==> config.mk <==
export PLATFORM = sky130hd
export DESIGN_NAME = alu_seq
export DESIGN_NICKNAME = d
export VERILOG_FILES = /design/src/rtl/alu_seq_pkg.sv /design/src/rtl/alu_seq_mul.sv /design/src/rtl/alu_seq.sv
export SDC_FILE = /design/constraint.sdc
export NUM_CORES = 1
export LEC_CHECK = 0
export BUFFER_PORTS_ARGS = -buffer_cell sky130_fd_sc_hd__buf_2
export CORE_MARGIN = 10
export CORE_UTILIZATION = 47
export DETAILED_ROUTE_END_ITERATION = 12
export GPL_TIMING_DRIVEN = 0
export PLACE_DENSITY_LB_ADDON = 0.25
export SYNTH_ARGS = -nofsm -noshare
export SYNTH_HDL_FRONTEND = slang
export SYNTH_HIERARCHICAL = 1
export SYNTH_SLANG_ARGS = --single-unit
export TNS_END_PERCENT = 50
==> constraint.sdc <==
create_clock -name clk -period 5.1 [get_ports clk]
set_input_delay 0 -clock clk [delete_from_list [all_inputs] [get_ports clk]]
set_output_delay 0 -clock clk [all_outputs]
set_load 0.02 [all_outputs]
==> src/rtl/alu_seq_pkg.sv <==
// Shared op-codes, FSM encoding and widths for the alu_seq sequential ALU.
// The multiplier states are only reached when ALU_SEQ_MUL_EN is defined.
package alu_seq_pkg;

  localparam int OP_W = 4;

  localparam logic [OP_W-1:0] OP_ADD  = 4'd0;
  localparam logic [OP_W-1:0] OP_SUB  = 4'd1;
  localparam logic [OP_W-1:0] OP_AND  = 4'd2;
  localparam logic [OP_W-1:0] OP_OR   = 4'd3;
  localparam logic [OP_W-1:0] OP_XOR  = 4'd4;
  localparam logic [OP_W-1:0] OP_NOT  = 4'd5;
  localparam logic [OP_W-1:0] OP_PASS = 4'd6;
  localparam logic [OP_W-1:0] OP_SHL  = 4'd7;
  localparam logic [OP_W-1:0] OP_SHR  = 4'd8;
  localparam logic [OP_W-1:0] OP_MUL  = 4'd9;

  typedef enum logic [1:0] {
    ST_IDLE = 2'd0,
    ST_MUL  = 2'd1,
    ST_DONE = 2'd2
  } state_t;

endpackage

==> src/rtl/alu_seq_mul.sv <==
// Iterative unsigned shift-add multiplier, one partial product per clock.
// The first partial product is folded into the start edge, so the product is final WIDTH edges after start.
module alu_seq_mul
  import alu_seq_pkg::*;
#(
  parameter int WIDTH = 8
) (
  input  logic               clk,
  input  logic               rst,
  input  logic               start,
  input  logic [WIDTH-1:0]   a,
  input  logic [WIDTH-1:0]   b,
  output logic               last,
  output logic               done,
  output logic [2*WIDTH-1:0] prod
);

  localparam int CNT_W = $clog2(WIDTH + 1);
  localparam logic [CNT_W-1:0] CNT_LAST = CNT_W'(WIDTH - 1);
  localparam logic [CNT_W-1:0] CNT_FULL = CNT_W'(WIDTH);

  logic [2*WIDTH-1:0] r_mcand;
  logic [2*WIDTH-1:0] r_prod;
  logic [WIDTH-1:0]   r_mplier;
  logic [CNT_W-1:0]   r_cnt;
  logic               r_busy;
  logic               w_run;

  assign w_run = r_busy && (r_cnt != CNT_FULL);

  always_ff @(posedge clk) begin
    if (rst) begin
      r_busy <= 1'b0;
      r_cnt  <= '0;
    end else if (start) begin
      r_busy <= 1'b1;
      r_cnt  <= CNT_W'(1);
    end else if (w_run) begin
      r_cnt  <= r_cnt + 1'b1;
    end
  end

  // Datapath is not reset: it is always reloaded by start before being observed.
  always_ff @(posedge clk) begin
    if (start) begin
      r_prod   <= b[0] ? {{WIDTH{1'b0}}, a} : '0;
      r_mcand  <= {{(WIDTH-1){1'b0}}, a, 1'b0};
      r_mplier <= {1'b0, b[WIDTH-1:1]};
    end else if (w_run) begin
      r_prod   <= r_prod + (r_mplier[0] ? r_mcand : '0);
      r_mcand  <= r_mcand << 1;
      r_mplier <= r_mplier >> 1;
    end
  end

  assign last = w_run && (r_cnt == CNT_LAST);
  assign done = r_busy && (r_cnt == CNT_FULL);
  assign prod = r_prod;

endmodule

==> src/rtl/alu_seq.sv <==
// Sequential ALU with accumulator, valid/ready handshakes and registered flags.
// Define ALU_SEQ_MUL_EN to enable the multi-cycle multiply on op 9.
module alu_seq
  import alu_seq_pkg::*;
#(
  parameter int WIDTH = 8
) (
  input  logic             clk,
  input  logic             rst,
  input  logic             in_valid,
  output logic             in_ready,
  input  logic [WIDTH-1:0] a,
  input  logic [WIDTH-1:0] b,
  input  logic [OP_W-1:0]  op,
  input  logic             cin,
  input  logic             use_acc,
  output logic             out_valid,
  input  logic             out_ready,
  output logic [WIDTH-1:0] f,
  output logic             cout,
  output logic             eqv,
  output logic             zero,
  output logic             neg,
  output logic             ovf,
  output logic [WIDTH-1:0] acc
);

  typedef struct packed {
    logic [WIDTH-1:0] f;
    logic             cout;
    logic             ovf;
  } alu_res_t;

  function automatic logic add_ovf(input logic signed [WIDTH-1:0] x,
                                   input logic signed [WIDTH-1:0] y,
                                   input logic signed [WIDTH-1:0] s);
    return (x[WIDTH-1] == y[WIDTH-1]) && (s[WIDTH-1] != x[WIDTH-1]);
  endfunction

  // SUB is computed as x + ~y + cin, so its overflow is the add overflow against ~y.
  function automatic alu_res_t alu_eval(input logic [OP_W-1:0]  opc,
                                        input logic [WIDTH-1:0] x,
                                        input logic [WIDTH-1:0] y,
                                        input logic             ci);
    alu_res_t       r;
    logic [WIDTH:0] s;
    r   = '0;
    r.f = x;
    s   = '0;
    case (opc)
      OP_ADD: begin
        s      = {1'b0, x} + {1'b0, y} + {{WIDTH{1'b0}}, ci};
        r.f    = s[WIDTH-1:0];
        r.cout = s[WIDTH];
        r.ovf  = add_ovf(x, y, s[WIDTH-1:0]);
      end
      OP_SUB: begin
        s      = {1'b0, x} + {1'b0, ~y} + {{WIDTH{1'b0}}, ci};
        r.f    = s[WIDTH-1:0];
        r.cout = s[WIDTH];
        r.ovf  = add_ovf(x, ~y, s[WIDTH-1:0]);
      end
      OP_AND:  r.f = x & y;
      OP_OR:   r.f = x | y;
      OP_XOR:  r.f = x ^ y;
      OP_NOT:  r.f = ~x;
      OP_PASS: r.f = y;
      OP_SHL: begin
        r.f    = {x[WIDTH-2:0], ci};
        r.cout = x[WIDTH-1];
      end
      OP_SHR: begin
        r.f    = {ci, x[WIDTH-1:1]};
        r.cout = x[0];
      end
      default: r.f = x;
    endcase
    return r;
  endfunction

  logic             r_out_valid;
  logic [WIDTH-1:0] r_f;
  logic             r_cout;
  logic             r_eqv;
  logic             r_zero;
  logic             r_neg;
  logic             r_ovf;
  logic [WIDTH-1:0] r_acc;

  logic [WIDTH-1:0] w_a;
  logic             w_idle;
  logic             w_accept;
  alu_res_t         w_res;
  logic             w_load;
  logic [WIDTH-1:0] w_f;
  logic             w_cout;
  logic             w_ovf;
  logic             w_eqv;

  assign w_a      = use_acc ? r_acc : a;
  assign in_ready = !rst && w_idle && (!r_out_valid || out_ready);
  assign w_accept = in_valid && in_ready;
  assign w_res    = alu_eval(op, w_a, b, cin);

`ifdef ALU_SEQ_MUL_EN
  state_t             r_state;
  state_t             w_state_nx;
  logic               w_mul_start;
  logic               w_mul_last;
  logic               w_mul_done;
  logic [2*WIDTH-1:0] w_prod;
  logic               r_eqv_mul;

  always_ff @(posedge clk) begin
    if (rst) begin
      r_state <= ST_IDLE;
    end else begin
      r_state <= w_state_nx;
    end
  end

  always_comb begin
    w_state_nx  = r_state;
    w_mul_start = 1'b0;
    w_load      = 1'b0;
    w_f         = w_res.f;
    w_cout      = w_res.cout;
    w_ovf       = w_res.ovf;
    w_eqv       = (w_a == b);
    case (r_state)
      ST_IDLE: begin
        if (w_accept) begin
          if (op == OP_MUL) begin
            w_mul_start = 1'b1;
            w_state_nx  = ST_MUL;
          end else begin
            w_load = 1'b1;
          end
        end
      end
      ST_MUL: begin
        if (w_mul_last) w_state_nx = ST_DONE;
      end
      ST_DONE: begin
        if (w_mul_done) begin
          w_load     = 1'b1;
          w_f        = w_prod[WIDTH-1:0];
          w_cout     = |w_prod[2*WIDTH-1:WIDTH];
          w_ovf      = 1'b0;
          w_eqv      = r_eqv_mul;
          w_state_nx = ST_IDLE;
        end
      end
      default: w_state_nx = ST_IDLE;
    endcase
  end

  assign w_idle = (r_state == ST_IDLE);

  // eqv belongs to the accept-time operands, which are gone by the time the product is ready.
  always_ff @(posedge clk) begin
    if (w_mul_start) r_eqv_mul <= (w_a == b);
  end

  alu_seq_mul #(
    .WIDTH (WIDTH)
  ) u_mul (
    .clk   (clk),
    .rst   (rst),
    .start (w_mul_start),
    .a     (w_a),
    .b     (b),
    .last  (w_mul_last),
    .done  (w_mul_done),
    .prod  (w_prod)
  );
`else
  assign w_idle = 1'b1;
  assign w_load = w_accept;
  assign w_f    = w_res.f;
  assign w_cout = w_res.cout;
  assign w_ovf  = w_res.ovf;
  assign w_eqv  = (w_a == b);
`endif

  // Stage p1: result, flag and accumulator registers
  always_ff @(posedge clk) begin
    if (rst) begin
      r_out_valid <= 1'b0;
      r_f         <= '0;
      r_cout      <= 1'b0;
      r_eqv       <= 1'b0;
      r_zero      <= 1'b0;
      r_neg       <= 1'b0;
      r_ovf       <= 1'b0;
      r_acc       <= '0;
    end else if (w_load) begin
      r_out_valid <= 1'b1;
      r_f         <= w_f;
      r_cout      <= w_cout;
      r_eqv       <= w_eqv;
      r_zero      <= (w_f == '0);
      r_neg       <= w_f[WIDTH-1];
      r_ovf       <= w_ovf;
      r_acc       <= w_f;
    end else if (out_ready) begin
      r_out_valid <= 1'b0;
    end
  end

  assign out_valid = r_out_valid;
  assign f         = r_f;
  assign cout      = r_cout;
  assign eqv       = r_eqv;
  assign zero      = r_zero;
  assign neg       = r_neg;
  assign ovf       = r_ovf;
  assign acc       = r_acc;

endmodule

* Yosys cells after proc, flatten, opt, wreduce, memory -nomap -nowiden
Index checks and enable logic that the tools add are counted. Widths: inputs -> output; s select.
Cells by class: equality and inequality tests 13, bitwise logic cells 5, $add $sub $neg 4, reductions and logical operators 10, multiplexer cells 6
Operator list (count):
- $pmux 8 s9 | 1
- $add 8x8->9 | 2
- $add 9x1->9 | 2
- $eq 4x3->1 const B | 4
- $not 8->8 | 2
- $and 8x8->8 | 1
- $eq 4x2->1 const B | 2
- $eq 8x8->1 | 1
- $logic_not 8->1 | 1
- $mux 8 | 1
- $or 8x8->8 | 1
- $xor 8x8->8 | 1
- $eq 4x1->1 const B | 1
- $eq 4x4->1 const B | 1
- $logic_and 1x1->1 | 4
- $logic_not 4->1 | 1
- $pmux 1 s4 | 1
- $eq 1x1->1 | 2
- $logic_not 1->1 | 2
- $mux 1 | 2
- $ne 1x1->1 | 2
- $pmux 1 s2 | 1
- $reduce_bool 2->1 | 1
- $logic_or 1x1->1 | 1
Word-level totals: bits of input ports 26, output and inout port bits 23, bits in registers 14

* Longest topological paths before layout
Gate-level depths: netlist (run 1).
depth in word-level cells 6, gate-level depth with buffers 12, mapped depth without buffers 11

* Least setup slack after synthesis (run 1)
OpenSTA, ideal clock, no wires.
kind register to register, start point reg r_acc[0] (netlist: acc[0]), end point reg r_zero (netlist: zero), clock period less this slack 3482 ps, data required time 5016 ps, path slack 1618 ps, arrival time 3398 ps, cell stages (with the launch flop) 12, buffers on the path 0, cell sequence dfxtp_1 -> mux2i_1 -> inv_1 -> fa_1 -> fa_1 -> nor2b_1 -> o31ai_1 -> o22a_1 -> a21oi_1 -> o41a_1 -> or4b_1 -> o31ai_2
Between the ends: longest elaborated chain between the ends 5, elaborated cells between the ends (all ways) 11
RTL lines:
- start: declaration | line alu_seq.sv:88 | logic [WIDTH-1:0] r_acc;
- start signal: assignment | line alu_seq.sv:205 | r_acc <= w_f;
- $mux 8 * | line alu_seq.sv:100 | assign w_a = use_acc ? r_acc : a;
- $add 8x8->9, on equally long branches | line alu_seq.sv:58, alu_seq.sv:52
- $add 9x1->9, on equally long branches | line alu_seq.sv:58, alu_seq.sv:52
- $pmux 8 s9 * | line alu_seq.sv:50 | case (opc)
- $logic_not 8->1 * | line alu_seq.sv:202 | r_zero <= (w_f == '0);
- end signal: assignment | line alu_seq.sv:202
- end: declaration | line alu_seq.sv:85 | logic r_zero;
Every way passes the cells marked *; elsewhere a longest branch is shown, timed or not. A chain may end at the register's enable or synchronous reset.

* Final worst setup path (run 1)
Ends and elaborated chain as after synthesis.

==> results of run 1 <==
[what timing repair did]
action,4_1_cts,5_1_grt
hold buffers,1,0
setup endpoints to repair,0,0
endpoints found under the hold margin,1,0
[layout by cell type, fill, tap and decap left out, drive strengths merged, types with 3 or more instances in the layout]
cell type   n
a21o        5
nor2       17
nor2b       9
xor2        3
mux2        7
nor3       10
ha         24
o31ai       6
inv        23
a31oi       5
nand2b      7
mux2i      10
and3        3
o22ai       7
clkbuf     21
a211oi      3
nand3b     11
fa          4
o21ai      19
nor3b       5
nand2      20
o22a        3
xnor2       5
buf        60
dfxtp      13
a21oi      14
a221oi      5
[per-stage QoR]
stage / instance area [um^2] / util / power (mW) / hold WS, ns / setup slack, ns
after floorplan: 2326 / - / 0.3289 / 0.09147 / 1.618
after global placement: 2640 / 0.5553 / 0.4038 / 0.2444 / 1.154
after detailed placement: 2640 / 0.5553 / 0.4073 / 0.2464 / 1.058
after CTS: 2695 / 0.5668 / 0.5018 / 0.03109 / 1.049
after global routing: 2695 / 0.5668 / 0.5395 / 0.1056 / 0.8676
final: 2695 / 0.5668 / 0.5058 / 0.03721 / 0.9886
[report_power, final]
part	internal, mW	total [mW]	switching, mW
sequential	0.109	0.116	0.00667
combinational	0.120	0.297	0.177
clock	0.0553	0.0933	0.0379
total	0.285	0.506	0.221
[per-layer routing]
layer | global-route usage | vias to the layer above
li1 | - | 1207
met2 | 0.2772 | 152
met4 | 0.04509 | 0
met3 | 0.03408 | 15
met5 | 0 | -
met1 | 0.2148 | 1168
[worst max-delay path: stages, from the launching register on]
cell and delay (ns):
dfxtp_1 0.33, mux2i_1 0.51, inv_1 0.19, fa_1 0.49, fa_1 0.44, nor2b_1 0.16, o31ai_1 0.53, o22a_1 0.21
a21oi_1 0.07, o41a_1 0.39, or4b_1 0.54, o31ai_2 0.18
[registers in the layout, indices dropped and copies added (netlist names)]
signal     cells
acc            7
cout           1
eqv            1
neg            1
out_valid      1
ovf            1
zero           1
[synthesized netlist by cell type (3+ instances only)]
library cell / n
ha_1: 24
inv_1: 22
nand2_1: 20
o21ai_0: 19
clkbuf_1: 17
nor2_1: 17
a21oi_1: 14
dfxtp_1: 13
nand3b_1: 11
nor3_1: 10
buf_4: 9
mux2i_1: 9
nor2b_1: 9
mux2_2: 7
nand2b_1: 7
o22ai_1: 7
a21o_1: 5
a31oi_1: 5
nor3b_1: 5
o31ai_1: 5
xnor2_1: 5
a221oi_1: 4
fa_1: 4
a211oi_1: 3
and3_1: 3
buf_2: 3
o22a_1: 3
xor2_1: 3
[logic make-up after synthesis]
| kind of cell | Yosys count | synth area share |
|---|---|---|
| simple gates | 97 | 0.2292 |
| flops | 13 | 0.1119 |
| mux | 18 | 0.09199 |
| compound gates | 89 | 0.2668 |
| buf+inv | 54 | 0.1065 |
| fa+ha+maj | 28 | 0.1635 |
| xor+xnor | 8 | 0.03012 |
[layout make-up]
cell class,instances,area (um^2)
Fill cell,461,2059
Multi-Input combinational cell,240,1818
Sequential cell,13,260.3
Timing Repair Buffer,47,240.2
Buffer,31,161.4
Inverter,23,86.33
Tap cell,67,83.83
Clock buffer,4,45.04
[how the worst max path moves through the flow]
stage                              to  slack [ns]  cells after the start
floorplan           zero$_SDFFE_PP0P_        1.62                     11
global placement    zero$_SDFFE_PP0P_        1.15                     11
detailed placement  zero$_SDFFE_PP0P_        1.06                     11
CTS                 zero$_SDFFE_PP0P_        1.05                     11
global route        zero$_SDFFE_PP0P_        0.87                     11
finish              zero$_SDFFE_PP0P_        0.99                     11
==> flow_metrics.env, run 1 <==
export IMPL_status="finished, final reports clean"
export IMPL_totalNegativeSetupSlack_ns=0
export IMPL_drv_cap=0
export IMPL_synthCells=307
export IMPL_avgRoutedWirePerCell_um=17.29
export IMPL_min_period_over_period=0.8062
export IMPL_synth_nets=361
export IMPL_crit_path_start_kind="register"
export IMPL_tritoncts="yes"
export IMPL_slew_headroom=0.4417
export IMPL_drt_pass1_iter_count=5
export IMPL_clock_latency_ns=0.25
export IMPL_wl_met1_mm=3.217
export IMPL_ys_ff_latch=13
export IMPL_cts_root_buf="clkbuf_8"
export IMPL_fin_worst_skew_ns=0.001511
export IMPL_setup_viol=0
export IMPL_r2r_setup_slack_ns=0.99
export IMPL_cts_made_buffers=3
export IMPL_hold_start="out_ready"
export IMPL_netlist_area_leader_share=0.1291
export IMPL_drive_gt1_frac=0.2207
export IMPL_hold_end="out_valid$_SDFFE_PP0P_"
export IMPL_grt_pass1_vias=2378
export IMPL_io_pins=49
export IMPL_dr_wl_met2_mm=3.332
export IMPL_maxSlewViolCount=0
export IMPL_async_reset_ff_frac=0
export IMPL_first_iter_violations=481
export IMPL_top_layer="met4"
export IMPL_critPathKind="register to register"
export IMPL_reg2reg_to="zero$_SDFFE_PP0P_"
export IMPL_die_y_um=90.35
export IMPL_synth_area_leader_cell="ha_1"
export IMPL_die_area_mm2=0.008163
export IMPL_dp_cells=420
export IMPL_worstPathArrival_ns=4.28
export IMPL_die_w_um=90.35
export IMPL_synth_edf_count=0
export IMPL_drc=0
export IMPL_htreeDepth=1
export IMPL_worst_pin_slew_ns=0.8298
export IMPL_cp_max_fo=6
export IMPL_gp_routability_congestion=0.9487
export IMPL_grt_max_degree=11
export IMPL_synth_ff_type="dfxtp_1"
export IMPL_p_leak_nw=1.251
export IMPL_rr_startpoint="acc[0]$_SDFFE_PP0P_"
export IMPL_synth_area_top_cells="ha_1 (13%), dfxtp_1 (11%), o21ai_0 (4.1%)"
export IMPL_powerDensity_mw_per_mm2=187.7
export IMPL_design_core_area_mm2=0.004755
export IMPL_ant_nets=0
export IMPL_io_buffers=46
export IMPL_areaGrowthSynthToFinish_pct=15.87
export IMPL_netlist_area_mm2=0.002326
export IMPL_peakVddDrop_mv=0.08061
export IMPL_layout_min_cycle_time_ns=4.111
export IMPL_rows=25
export IMPL_overflow=0
export IMPL_initial_core_util=0.4892
export IMPL_vias=2542
export IMPL_grt_usage=0.1678
export IMPL_grt_pass1_wl_mm=11.84
export IMPL_syn_area_per_cell_um2=7.576
export IMPL_cts_clk_slew_worst_paths_ns=0.05
export IMPL_ys_types=63
export IMPL_worstPathRequired_ns=5.27
export IMPL_rsz0062_at_grt="false"
export IMPL_hold_viol=0
export IMPL_max_freq_mhz=243.2
export IMPL_yosysSeqAreaShare=0.1119
export IMPL_route_met3_wl_um=678
export IMPL_post_cts_buffers=0
export IMPL_antenna_found_initial=0
export IMPL_end_kind="register"
export IMPL_dpl_hpwl_mm=5.845
export IMPL_stdcell_count=425
export IMPL_ctsResizeCount=0
export IMPL_clockBufferDepth=2
export IMPL_diodes=0
export IMPL_crit_path_start="acc[0]$_SDFFE_PP0P_"
export IMPL_drt_total_wl_mm=7.349
export IMPL_min_path_cells=4
export IMPL_nets=413
export IMPL_cts_sinks=13
export IMPL_hp_class="input pin to register"
export IMPL_reg2reg_depth=11
export IMPL_avgViaCountPerCell=5.981
export IMPL_synth_warnings=6
Power figures use the tool's default switching activity.
==> run 2: changes to the inputs <==
clock period = 3.3 ns   (was 5.1 ns; I/O delays follow)
==> run 2 against run 1 <==
Via count shrank 1.2%. Die area is the same. Fmax grew 27%. Sequential share of layout area shrank 0.21 points. Utilization grew 2.1 points. Total power rose by 59%. Critical path type unchanged.
==> flow_metrics.env, run 2 (synthesis gave the netlist of run 1 again) <==
export IMPL_status="finished, final reports clean"
export IMPL_r2r_setup_slack_ns=0.07
export IMPL_stdcell_area_mm2=0.002794
export IMPL_fin_worst_skew_ns=0.001672
export IMPL_powerDensity_mw_per_mm2=287.6
export IMPL_avgViaCountPerCell=5.828
export IMPL_cts_root_buf="clkbuf_8"
export IMPL_worstPathRequired_ns=3.46
export IMPL_die_y_um=90.35
export IMPL_hp_class="input pin to register"
export IMPL_diodes=0
export IMPL_design_core_area_mm2=0.004755
export IMPL_initial_core_util=0.4892
export IMPL_hold_viol=0
export IMPL_io_pins=49
export IMPL_reg2reg_depth=11
export IMPL_dpl_hpwl_mm=5.871
export IMPL_maxSlewViolCount=0
export IMPL_gp_routability_congestion=0.9331
export IMPL_die_area_mm2=0.008163
export IMPL_worstPathArrival_ns=3.39
export IMPL_antenna_found_initial=0
export IMPL_cts_sinks=13
export IMPL_largest_reg_flops=7
export IMPL_layout_min_cycle_time_ns=3.232
export IMPL_final_util=0.5876
export IMPL_peakVddDrop_mv=0.1850
export IMPL_tritoncts="yes"
export IMPL_hold_start="out_ready"
export IMPL_setup_viol=0
export IMPL_rsz0062_at_grt="true"
export IMPL_cts_clk_slew_worst_paths_ns=0.05
export IMPL_htreeDepth=1
export IMPL_end_kind="register"
export IMPL_areaGrowthSynthToFinish_pct=20.12
export IMPL_clockBufferDepth=2
export IMPL_grt_pass1_wl_mm=11.89
export IMPL_hold_end="out_valid$_SDFFE_PP0P_"
export IMPL_worst_pin_slew_ns=0.7934
export IMPL_crit_path_start_kind="register"
export IMPL_layout_setup_ws_ns=0.06800
export IMPL_final_cell_mix="buf_2 (49), ha_1 (24), inv_1 (21), nand2_1 (20)"
export IMPL_drive_gt1_frac=0.2610
export IMPL_reg2reg_to="zero$_SDFFE_PP0P_"
export IMPL_drt_pass1_iter_count=5
export IMPL_drc=0
export IMPL_grt_usage=0.1692
export IMPL_critPathKind="register to register"
export IMPL_p_leak_nw=1.282
export IMPL_drv_cap=0
export IMPL_io_buffers=46
export IMPL_vias=2512
export IMPL_rows=25
export IMPL_grt_pass1_vias=2425
export IMPL_grt_max_degree=11
export IMPL_slew_headroom=0.4662
export IMPL_cts_made_buffers=3
export IMPL_die_w_um=90.35
export IMPL_min_path_cells=4
export IMPL_clock_latency_ns=0.24
export IMPL_dpl_cell_area_mm2=0.002658
export IMPL_max_freq_mhz=309.4
export IMPL_drt_total_wl_mm=7.278
export IMPL_overflow=0
export IMPL_rr_startpoint="acc[0]$_SDFFE_PP0P_"
export IMPL_layout_commonest_cell="buf_2"
export IMPL_totalNegativeSetupSlack_ns=0
export IMPL_cp_max_fo=4
export IMPL_avgRoutedWirePerCell_um=16.89
export IMPL_min_period_over_period=0.9794
export IMPL_nets=419
export IMPL_first_iter_violations=361
export IMPL_preCtsSetupSlack_ns=-0.2450
export IMPL_fillCellCount=477
export IMPL_ant_nets=0
[run 2: how the worst max path moves through the flow]
stage                                   start           endpoint  slack [ns]  depth (start not counted)
after floorplan           acc[0]$_SDFFE_PP0P_  zero$_SDFFE_PP0P_        0.07                         11
final                     acc[0]$_SDFFE_PP0P_  zero$_SDFFE_PP0P_        0.07                         11
after global placement    acc[0]$_SDFFE_PP0P_  zero$_SDFFE_PP0P_       -0.25                         11
after CTS                 acc[0]$_SDFFE_PP0P_  zero$_SDFFE_PP0P_        0.04                         11
after detailed placement  acc[0]$_SDFFE_PP0P_  zero$_SDFFE_PP0P_       -0.24                         11
after global routing      acc[0]$_SDFFE_PP0P_  zero$_SDFFE_PP0P_       -0.04                         11
[run 2: stage by stage]
stage               std cells  power [mW]  hold WS [ns]
finish                    431      0.8035       0.04304
global route              431      0.8598        0.1040
CTS                       427      0.7840       0.04005
detailed placement        420      0.6354        0.2427
global placement          420      0.6317        0.2405
floorplan                 307      0.5125       0.09147
[run 2: worst max-delay path: stages, from the launching register on]
cell and delay (ns):
dfxtp_4 0.35, mux2i_4 0.15, inv_2 0.07, fa_2 0.40, fa_2 0.38, nor2b_4 0.14, o31ai_4 0.28, o22a_1 0.16
a21oi_1 0.06, o41a_1 0.47, or4b_4 0.50, o31ai_2 0.18
[run 2: report_power, final]
group          internal (mW)  switching [mW]  total [mW]
logic                  0.205           0.280       0.485
registers              0.169          0.0112       0.180
clock network         0.0851          0.0531       0.138
[run 2: cell type report]
cell class                 instances  area, um^2  share of cell area
clock buffer                       4       45.04             0.01612
buffer                            31       161.4             0.05777
tap                               67       83.83             0.03000
timing repair buffer              53       285.3              0.1021
multi-input combinational        240        1868              0.6686
inverter                          23       86.33             0.03090
sequential                        13       264.0             0.09449
[run 2: repair_timing]
action,in CTS,in global routing
pin swaps,0,5
setup buffers,2,4
hold buffers,1,0
endpoints found under the hold margin,1,0
gates resized for setup,3,9
endpoints found under the setup margin,1,1
[run 2: routing by layer]
layer  routed length, um  up-vias  global-route usage
li1                    -     1221                   -
met1                3312     1172              0.2215
met2                3361      109              0.2815
met3                 498       10             0.02494
met4                 106        0             0.04244
met5                   0        -                   0
==> run 3: changes to the inputs <==
BUFFER_PORTS_ARGS = default   (was -buffer_cell sky130_fd_sc_hd__buf_2)
CELL_PAD_IN_SITES_DETAIL_PLACEMENT = 1   (was default)
CELL_PAD_IN_SITES_GLOBAL_PLACEMENT = 2   (was default)
CORE_UTILIZATION = 33   (was 47)
DONT_BUFFER_PORTS = 1   (was default)
==> run 3 against run 2 <==
Clock power rose by 4%. Sequential power rose by 9%. Design area fell by 4.3%. Cell count fell by 2.6%. First-iteration DRC count fell by 65%. Utilization fell by 20 points. Flip-flop and latch count did not move.
==> flow_metrics.env, run 3 (synthesis gave the netlist of run 1 again) <==
export IMPL_avgViaCountPerCell=5.748
export IMPL_path_common_cell="fa_2"
export IMPL_p_sw_frac=0.4421
export IMPL_max_freq_mhz=308.6
export IMPL_p_clk_frac=0.178
export IMPL_rows=30
export IMPL_clock_latency_ns=0.25
export IMPL_worst_pin_slew_ns=0.8897
export IMPL_internal_power_mw=0.4466
export IMPL_layout_commonest_cell="ha_1"
export IMPL_min_period_over_period=0.9820
export IMPL_max_stage_delay_ns=0.51
export IMPL_drc=0
export IMPL_grt_max_degree=11
export IMPL_worstPathRequired_ns=3.47
export IMPL_switching_power_mw=0.3539
export IMPL_clockBufferDepth=2
export IMPL_drt_pass1_iter_count=4
export IMPL_worstPathArrival_ns=3.41
export IMPL_fin_hold_ws_ns=0.07867
export IMPL_status="finished, final reports clean"
export IMPL_die_y_um=104.0
export IMPL_drt_total_wl_mm=8.896
export IMPL_p_leak_nw=1.109
export IMPL_cts_sinks=13
export IMPL_cts_clk_slew_worst_paths_ns=0.05
export IMPL_design_core_area_mm2=0.006832
export IMPL_areaGrowthSynthToFinish_pct=14.95
export IMPL_setup_viol=0
export IMPL_io_pins=49
export IMPL_dpl_cell_area_mm2=0.002464
export IMPL_avgRoutedWirePerCell_um=21.18
export IMPL_tritoncts="yes"
export IMPL_grt_pass1_wl_mm=13.71
export IMPL_peakVddDrop_mv=0.09663
export IMPL_critical_path_slowest_cell="or4b_4"
export IMPL_grt_usage=0.1530
export IMPL_fin_worst_skew_ns=0.003072
export IMPL_cts_root_buf="clkbuf_8"
export IMPL_slew_headroom=0.4014
export IMPL_dpl_hpwl_mm=6.905
export IMPL_stdcell_count=420
export IMPL_dp_cells=403
export IMPL_critPathKind="register to register"
export IMPL_io_buffers=0
export IMPL_nets=379
export IMPL_crit_path_cell_trace="mux2i_4 > inv_2 > fa_2 > fa_2 > nor2b_4 > o31ai_4 > o22a_1 > a21oi_2 > o41a_1 > or4b_4 > o31ai_2"
export IMPL_cp_max_fo=4
export IMPL_overflow=0
export IMPL_hold_viol=0
export IMPL_gp_routability_congestion=0.9068
export IMPL_totalNegativeSetupSlack_ns=0
export IMPL_finalPower_mw=0.8005
export IMPL_drive_gt1_frac=0.1790
export IMPL_stdcell_area_mm2=0.002674
export IMPL_comb_power_share=0.575
export IMPL_hp_class="input pin to register"
export IMPL_end_kind="register"
export IMPL_layout_min_cycle_time_ns=3.241
export IMPL_ant_nets=0
export IMPL_diodes=0
export IMPL_vias=2414
export IMPL_drv_cap=0
export IMPL_crit_path_start_kind="register"
export IMPL_htreeDepth=1
export IMPL_initial_core_util=0.3405
export IMPL_largest_reg_flops=7
export IMPL_antenna_found_initial=0
export IMPL_maxSlewViolCount=0
export IMPL_die_area_mm2=0.01081
export IMPL_die_w_um=104.0
export IMPL_powerDensity_mw_per_mm2=299.4
export IMPL_cts_made_buffers=3
export IMPL_fillCellCount=874
export IMPL_final_cell_mix="ha_1 (24), inv_1 (21), nand2_1 (20), buf_4 (19)"
export IMPL_grt_pass1_vias=2371
export IMPL_first_iter_violations=125
export IMPL_p_seq_frac=0.247
## run 3: power groups by stage
stage	clock [mW]	combinational, mW	sequential (mW)
after floorplan	0	0.317	0.195
final	0.143	0.461	0.197
after CTS	0.145	0.435	0.197
after global placement	0	0.410	0.199
after global routing	0.154	0.506	0.200
after detailed placement	0	0.414	0.200
## run 3: layout make-up
class                      instances  area [um^2]  area share
timing repair buffer              13        105.1     0.03931
clock buffer                       4        45.04     0.01685
buffer                            31        161.4     0.06037
inverter                          23        86.33     0.03229
tap                               96        120.1     0.04492
multi-input combinational        240         1889      0.7066
sequential                        13        266.5     0.09967
## run 3: worst paths after layout
check,start,to,slack (ns),cells past startpoint
worst max register to register,acc[0]$_SDFFE_PP0P_,zero$_SDFFE_PP0P_,0.06,11
worst min-delay path,rst,out_valid$_SDFFE_PP0P_,0.08,2
worst min register to register,acc[2]$_SDFFE_PP0P_,acc[2]$_SDFFE_PP0P_,0.57,2
worst max-delay path,acc[0]$_SDFFE_PP0P_,zero$_SDFFE_PP0P_,0.06,11
## run 3: worst max-delay path: cells and delay by family (launching register included)
family / cells / cell delay (ns)
AOI/OAI and AO/OA: 5 / 1.10
adders and majority gates: 2 / 0.77
buffers and inverters: 1 / 0.08
DFF: 1 / 0.38
muxes: 1 / 0.18
and+or+nand+nor: 2 / 0.65
## run 3: repair_timing
item | in CTS | in global routing
pin swaps | 1 | 5
hold endpoints to repair | 4 | 0
setup buffers | 4 | 6
gates resized for setup | 7 | 12
hold buffers | 3 | 0
setup endpoints to repair | 1 | 1
## run 3: layer usage
| layer | GRT usage | part of all wire |
|---|---|---|
| met3 | 0.03222 | 0.069 |
| met1 | 0.2088 | 0.46 |
| met4 | 0.03777 | 0.017 |
| met5 | 0 | 0 |
| met2 | 0.2374 | 0.45 |
## run 3: metrics by stage
stage	utilization	setup WS [ns]
6_report	0.3914	0.05948
5_1_grt	0.3914	-0.01835
4_1_cts	0.3795	0.01764
3_5_place_dp	0.3606	-0.4462
3_3_place_gp	0.3606	-0.4300
2_1_floorplan	-	0.07234
